===== src/rtl/vpe_kernel_array_sched.sv =====
// Round-robin dispatcher for NUM_KERNELS VPE kernels with in-order result reassembly.
// Optional sequence tagging of results is enabled by defining VPE_SCHED_SEQ_EN.
module vpe_kernel_array_sched #(
  parameter int NUM_KERNELS = 4,
  parameter int DATA_W      = 256,
  parameter int SEQ_W       = 16
) (
  input  logic                          clk,
  input  logic                          rst,
  input  logic                          s_feat_valid,
  output logic                          s_feat_ready,
  input  logic [DATA_W-1:0]             s_feat_data,
  input  logic [NUM_KERNELS-1:0]        k_fetch,
  output logic [NUM_KERNELS-1:0]        k_feat_valid,
  output logic [DATA_W-1:0]             k_feat_data,
  input  logic [NUM_KERNELS-1:0]        k_res_valid,
  input  logic [NUM_KERNELS*DATA_W-1:0] k_res_data,
  output logic                          m_res_valid,
  input  logic                          m_res_ready,
  output logic [DATA_W-1:0]             m_res_data,
`ifdef VPE_SCHED_SEQ_EN
  output logic [SEQ_W-1:0]              m_res_seq,
`endif
  output logic [$clog2(NUM_KERNELS+1)-1:0] inflight_cnt,
  output logic                          proto_err,
  output logic [2*NUM_KERNELS-1:0]      kernel_state
);

  localparam int IDX_W = $clog2(NUM_KERNELS);
  localparam int CNT_W = $clog2(NUM_KERNELS+1);
  localparam logic [IDX_W:0]   N_EXT = (IDX_W+1)'(NUM_KERNELS);
  localparam logic [IDX_W-1:0] LAST  = IDX_W'(NUM_KERNELS-1);

  typedef enum logic [1:0] {
    ST_IDLE = 2'd0,
    ST_BUSY = 2'd1,
    ST_DONE = 2'd2
  } kstate_t;

  // Handshakes: a transfer happens on a rising edge where valid && ready;
  // valid never depends on ready and is held (with its data) until accepted.
  kstate_t                state_q   [NUM_KERNELS];
  kstate_t                state_d   [NUM_KERNELS];
  logic [NUM_KERNELS-1:0] res_capture;
  logic [NUM_KERNELS-1:0] eligible;
  logic [NUM_KERNELS-1:0] not_busy;
  logic [DATA_W-1:0]      res_buf   [NUM_KERNELS];
  logic [IDX_W-1:0]       fifo_mem  [NUM_KERNELS];
  logic [IDX_W-1:0]       rd_ptr, wr_ptr, rr_ptr, sel, head;
  logic [IDX_W:0]         cand;
  logic [CNT_W-1:0]       fifo_cnt;
  logic                   sel_found, accept, pop;

  function automatic logic [IDX_W-1:0] wrap_inc(input logic [IDX_W-1:0] x);
    return (x == LAST) ? '0 : x + 1'b1;
  endfunction

  assign head   = fifo_mem[rd_ptr];
  assign accept = s_feat_valid && s_feat_ready;
  assign pop    = m_res_valid && m_res_ready;

  // Round-robin pick: first eligible kernel at or after rr_ptr.
  always_comb begin
    sel       = '0;
    sel_found = 1'b0;
    cand      = '0;
    for (int i = 0; i < NUM_KERNELS; i++) begin
      cand = {1'b0, rr_ptr} + (IDX_W+1)'(i);
      if (cand >= N_EXT) cand = cand - N_EXT;
      if (!sel_found && eligible[cand[IDX_W-1:0]]) begin
        sel       = cand[IDX_W-1:0];
        sel_found = 1'b1;
      end
    end
  end

  // FSM state register
  always_ff @(posedge clk or posedge rst) begin
    if (rst) begin
      for (int k = 0; k < NUM_KERNELS; k++) state_q[k] <= ST_IDLE;
    end else begin
      for (int k = 0; k < NUM_KERNELS; k++) state_q[k] <= state_d[k];
    end
  end

  // FSM next state; accept, capture and pop touch different kernels so they never collide
  always_comb begin
    res_capture = '0;
    for (int k = 0; k < NUM_KERNELS; k++) begin
      state_d[k] = state_q[k];
      case (state_q[k])
        ST_IDLE: if (accept && sel == IDX_W'(k)) state_d[k] = ST_BUSY;
        ST_BUSY: if (k_res_valid[k]) begin
          state_d[k]     = ST_DONE;
          res_capture[k] = 1'b1;
        end
        ST_DONE: if (pop && head == IDX_W'(k)) state_d[k] = ST_IDLE;
        default: state_d[k] = ST_IDLE;
      endcase
    end
  end

  // FSM-derived outputs, all from registered state
  always_comb begin
    eligible     = '0;
    not_busy     = '0;
    inflight_cnt = '0;
    kernel_state = '0;
    for (int k = 0; k < NUM_KERNELS; k++) begin
      eligible[k]            = k_fetch[k] && (state_q[k] == ST_IDLE);
      not_busy[k]            = (state_q[k] != ST_BUSY);
      inflight_cnt           = inflight_cnt + CNT_W'(state_q[k] != ST_IDLE);
      kernel_state[2*k +: 2] = state_q[k];
    end
    s_feat_ready = |eligible;
    m_res_valid  = (fifo_cnt != '0) && (state_q[head] == ST_DONE);
    m_res_data   = res_buf[head];
  end

  always_ff @(posedge clk or posedge rst) begin
    if (rst) begin
      for (int k = 0; k < NUM_KERNELS; k++) begin
        res_buf[k]  <= '0;
        fifo_mem[k] <= '0;
      end
      rd_ptr       <= '0;
      wr_ptr       <= '0;
      rr_ptr       <= '0;
      fifo_cnt     <= '0;
      k_feat_valid <= '0;
      k_feat_data  <= '0;
      proto_err    <= 1'b0;
    end else begin
      for (int k = 0; k < NUM_KERNELS; k++) begin
        if (res_capture[k]) res_buf[k] <= k_res_data[k*DATA_W +: DATA_W];
      end
      k_feat_valid <= accept ? (NUM_KERNELS'(1) << sel) : '0;
      if (accept) begin
        k_feat_data      <= s_feat_data;
        fifo_mem[wr_ptr] <= sel;
        wr_ptr           <= wrap_inc(wr_ptr);
        rr_ptr           <= wrap_inc(sel);
      end
      if (pop) rd_ptr <= wrap_inc(rd_ptr);
      case ({accept, pop})
        2'b10:   fifo_cnt <= fifo_cnt + 1'b1;
        2'b01:   fifo_cnt <= fifo_cnt - 1'b1;
        default: fifo_cnt <= fifo_cnt;
      endcase
      if (|(k_res_valid & not_busy)) proto_err <= 1'b1;
    end
  end

`ifdef VPE_SCHED_SEQ_EN
  logic [SEQ_W-1:0] seq_cnt;
  logic [SEQ_W-1:0] seq_buf [NUM_KERNELS];

  always_ff @(posedge clk or posedge rst) begin
    if (rst) begin
      seq_cnt <= '0;
      for (int k = 0; k < NUM_KERNELS; k++) seq_buf[k] <= '0;
    end else if (accept) begin
      seq_cnt      <= seq_cnt + 1'b1;
      seq_buf[sel] <= seq_cnt;
    end
  end

  assign m_res_seq = seq_buf[head];
`else
  localparam int unused_seq_w = SEQ_W;
`endif

endmodule


===== config.mk =====
export PLATFORM = sky130hd
export DESIGN_NAME = vpe_kernel_array_sched
export DESIGN_NICKNAME = d
export VERILOG_FILES = /design/src/rtl/vpe_kernel_array_sched.sv
export SDC_FILE = /design/constraint.sdc
export NUM_CORES = 2
export LEC_CHECK = 0
export CORE_AREA = 2 2 715 717
export DETAILED_ROUTE_END_ITERATION = 16
export DIE_AREA = 0 0 717 719
export PLACE_DENSITY_LB_ADDON = 0.3
export SLEW_MARGIN = 20
export SYNTH_ARGS = -nofsm -noshare
export SYNTH_HDL_FRONTEND = slang
export SYNTH_SLANG_ARGS = --single-unit

===== constraint.sdc =====
create_clock -name clk -period 62.2 [get_ports clk]
set_clock_uncertainty 0.1 [all_clocks]
set_input_delay 12.44 -clock clk [delete_from_list [all_inputs] [get_ports clk]]
set_output_delay 12.44 -clock clk [all_outputs]
set_load 0.02 [all_outputs]

==> implementation parameters <==
Parameter                              Value

Drt
  Met1 WL    147400 um
  Detailed route wirelength on metal2    209400 um
  Total length of routed wires    412000 um
  Total met3 wirelength after detailed routing    37880 um
  Final ANT Viol Nets    0
  Wire length per cell after detailed routing    33.00 um
  Number of vias in the routed layout    41300
  Number of DRC markers in iteration 0    2079
  Router iterations before antenna repair    5
  Vias/cell    3.307
  DRC    0
  Highest metal layer with signal wires    met5

Logic synthesis
  Avg Cell Area, Syn    14.82 um^2
  Primary flip-flop cell chosen by synthesis mapping    dfrtp_1
  Post-synth top area cell    dfrtp_1
  Number of synthesized register bits    1310
  Area fraction of the dominant cell type after synthesis    59.51%
  Number of enable-type register cells in the synthesized netlist    0
  Commonest cells post-synth    1310 x dfrtp_1, 1036 x mux2_2, 777 x nand2_1, 258 x mux4_2, 130 x clkbuf_1
  Fraction of registers with async set/reset    100.0%
  Cell area after synthesis    55080 um^2
  Warning count from the yosys run    0
  Number of nets in the synthesized netlist    5024
  Most frequent cell after synthesis    dfrtp_1
  Gate count of the mapped netlist    3718
  Sequential cell area fraction in the yosys report    59.51%
  Synth unique cells    37
  Top post-synthesis cells by area    dfrtp_1 60%, mux2_2 21%, mux4_2 11%, nand2_1 5.3%, clkbuf_1 0.89%

Layout
  Fraction of layout instances using a drive strength above 1    29.26%
  Layout Cells excl Fill    12490
  Area growth, synth to finish    59.09%
  Post-layout nets    6864

Clock network
  Cts-stage hold buffer count    0
  Number of gates resized after CTS    0
  Clk root buf    clkbuf_16
  Clock tree from TritonCTS    done
  Clock tree sinks    1310
  H-tree levels    4
  Setup Buffers After CTS    0
  Clock buffer depth    4
  Worst-skew pair later-pin latency    890 ps
  Clock-pin slew on the worst setup and hold paths    50 ps
  Total CTS buffers    184

Setup path
  Required time at the worst-slack endpoint    49660 ps
  Logic depth of the worst register-to-register path    6
  R2R Path End    res_buf[341]
  Worst reg2reg setup slack    56800 ps
  Arrival time of data at the critical path endpoint    14750 ps
  Launching point of the worst reg2reg path    kernel_state[5]
  Maximum fanout along the worst path    5
  CP startpoint kind    primary input
  Endpoint of the most critical setup path    s_feat_ready
  CP Class    primary input to primary output
  Type of destination of the critical path    primary output
  Start point of the critical path    k_fetch[1]

Timing
  Unrepaired setup endpoints after global routing    false
  Final worst-path cycle share    43.87%
  Slack of the critical path    34910 ps
  Time the worst path needs with I/O delays and setup    27290 ps
  Tightest slew margin relative to the limit    19.73%
  Achievable Freq    0.03665 GHz
  Max-slew violations    0
  Hold violation total from the final report    0
  Slew at the pin with the worst max-slew slack    1204 ps
  Total Negative Setup Slacks    0 ps
  Setup violations, final    0

Global routing
  Antenna violations before repair    270
  Total track usage    15.47%
  Global-route wire length before repair    515200 um
  Sum of overflow across all layers after global routing    0
  Pin count of the biggest net entering global routing    146
  Number of global-route vias before repair    44640

Placed design
  Post-place setup slack    34890 ps
  Total placed cells including tap cells    12100
  Gp weighted congestion    0.9558
  HPWL after DPL    339100 um
  Total of buffers placed on input and output ports    1821

Floorplanning
  Die Wd    717 um
  DIE AREA    515500 um^2
  Placement row count    262
  Placeable core region    507800 um^2
  Height of the chip    719 um
  I/O pin count    1822
  Effective utilization at floorplan    10.85%

Power
  Maximum VDD drop    0.04591 mV
  Clock power frac    19.4%
  Switching Power    2.603 mW
  Sequential power share    25.9%
  Leakage power summed over all cells    35.55 nW
  Switching share of power    45.18%
  Power per cell area    65.74 nW/um^2
  Relative contribution of combinational cells to total power    54.7%
  Internal power    3.158 mW

Status
  Result of the run    completed

Run
  Number of max-cap violations    0

Worst hold path
  Worst min-delay path category    flop to flop
## stage by stage
stage / util (%) / hold slack, ps / total power [mW] / cell area [um^2]
floorplan: - / 364.8 / 2.838 / 55080
global placement: 15.98 / 359.8 / 4.756 / 81130
detailed placement: 15.98 / 363.0 / 4.770 / 81130
CTS: 17.22 / 377.8 / 5.941 / 87420
global route: 17.24 / 392.4 / 6.078 / 87550
finish: 17.26 / 369.5 / 5.761 / 87630
## worst min-delay path by stage
stage	startpoint	end	slack (ps)	depth (start not counted)
5_1_grt	k_feat_data[225]	k_feat_data[225]	390	2
3_5_place_dp	k_feat_data[155]	k_feat_data[155]	360	2
2_1_floorplan	fifo_cnt[2]	fifo_cnt[2]	360	1
4_1_cts	k_feat_data[244]	k_feat_data[244]	380	2
3_3_place_gp	k_feat_data[43]	k_feat_data[43]	360	2
6_report	k_feat_data[244]	k_feat_data[244]	370	2
## state kept, by name, indices dropped and copies added, names as in the netlist
name          count
res_buf        1024
k_feat_data     256
fifo_mem          8
kernel_state      8
k_feat_valid      4
fifo_cnt          3
rd_ptr            2
rr_ptr            2
wr_ptr            2
proto_err         1
## cells in the final DEF, fill, tap and decap left out, drive strengths merged, types with 2 or more instances in the layout
| master | synthesis | final |
|---|---|---|
| buf | 100 | 71 |
| mux2 | 1037 | 1037 |
| ha | 12 | 12 |
| nand2b | 7 | 7 |
| and2 | 3 | 3 |
| inv | 18 | 29 |
| clkdlybuf4s50 | 0 | 1813 |
| mux4 | 258 | 258 |
| or3b | 4 | 4 |
| xor2 | 2 | 2 |
| nor2 | 18 | 18 |
| nand3b | 4 | 4 |
| dfrtp | 1310 | 1310 |
| diode | 0 | 54 |
| clkinvlp | 0 | 6 |
| nand4 | 2 | 2 |
| mux2i | 5 | 5 |
| o31a | 3 | 3 |
| a31oi | 3 | 3 |
| o21ai | 12 | 12 |
| bufinv | 0 | 13 |
| nand2 | 777 | 777 |
| clkbuf | 130 | 266 |
| fa | 2 | 2 |
| clkinv | 0 | 33 |
## per-layer routing
metal | track usage [%] | vias to the layer above
met5 | 0 | -
met4 | 5.093 | 48
met3 | 6.101 | 699
met2 | 27.84 | 1934
met1 | 16.34 | 21700
li1 | - | 16910
## logic make-up after synthesis
group           Yosys count  synth area share, %
compound gates           25               0.3271
xor+xnor                  3              0.04771
fa+ha+maj                14               0.3453
buf+inv                 248                2.215
flops                  1310                59.51
mux                    1300                31.85
simple gates            818                5.708
## cell type report
class / count / area, um^2
clock inverter: 63 / 872.1
inverter: 18 / 82.58
sequential: 1310 / 32780
antenna: 54 / 135.1
multi-input combinational: 2160 / 21100
timing repair buffer: 1884 / 18820
clock buffer: 266 / 5415
fill: 55490 / 420200
tap: 6732 / 8423
## power by group through the flow
| stage | Clock, mW | Combinational (mW) | Sequential (mW) |
|---|---|---|---|
| 4_1_cts | 1.16 | 3.28 | 1.49 |
| 5_1_grt | 1.19 | 3.35 | 1.53 |
| 2_1_floorplan | 0 | 1.37 | 1.47 |
| 6_report | 1.12 | 3.15 | 1.49 |
| 3_5_place_dp | 0 | 3.27 | 1.51 |
| 3_3_place_gp | 0 | 3.27 | 1.49 |
## critical path, stage by stage
cell and delay, ps:
clkdlybuf4s50_1 490, or3b_2 560, nand4_1 490, clkdlybuf4s50_1 740
No activity file was read; power rests on OpenSTA's default activity.
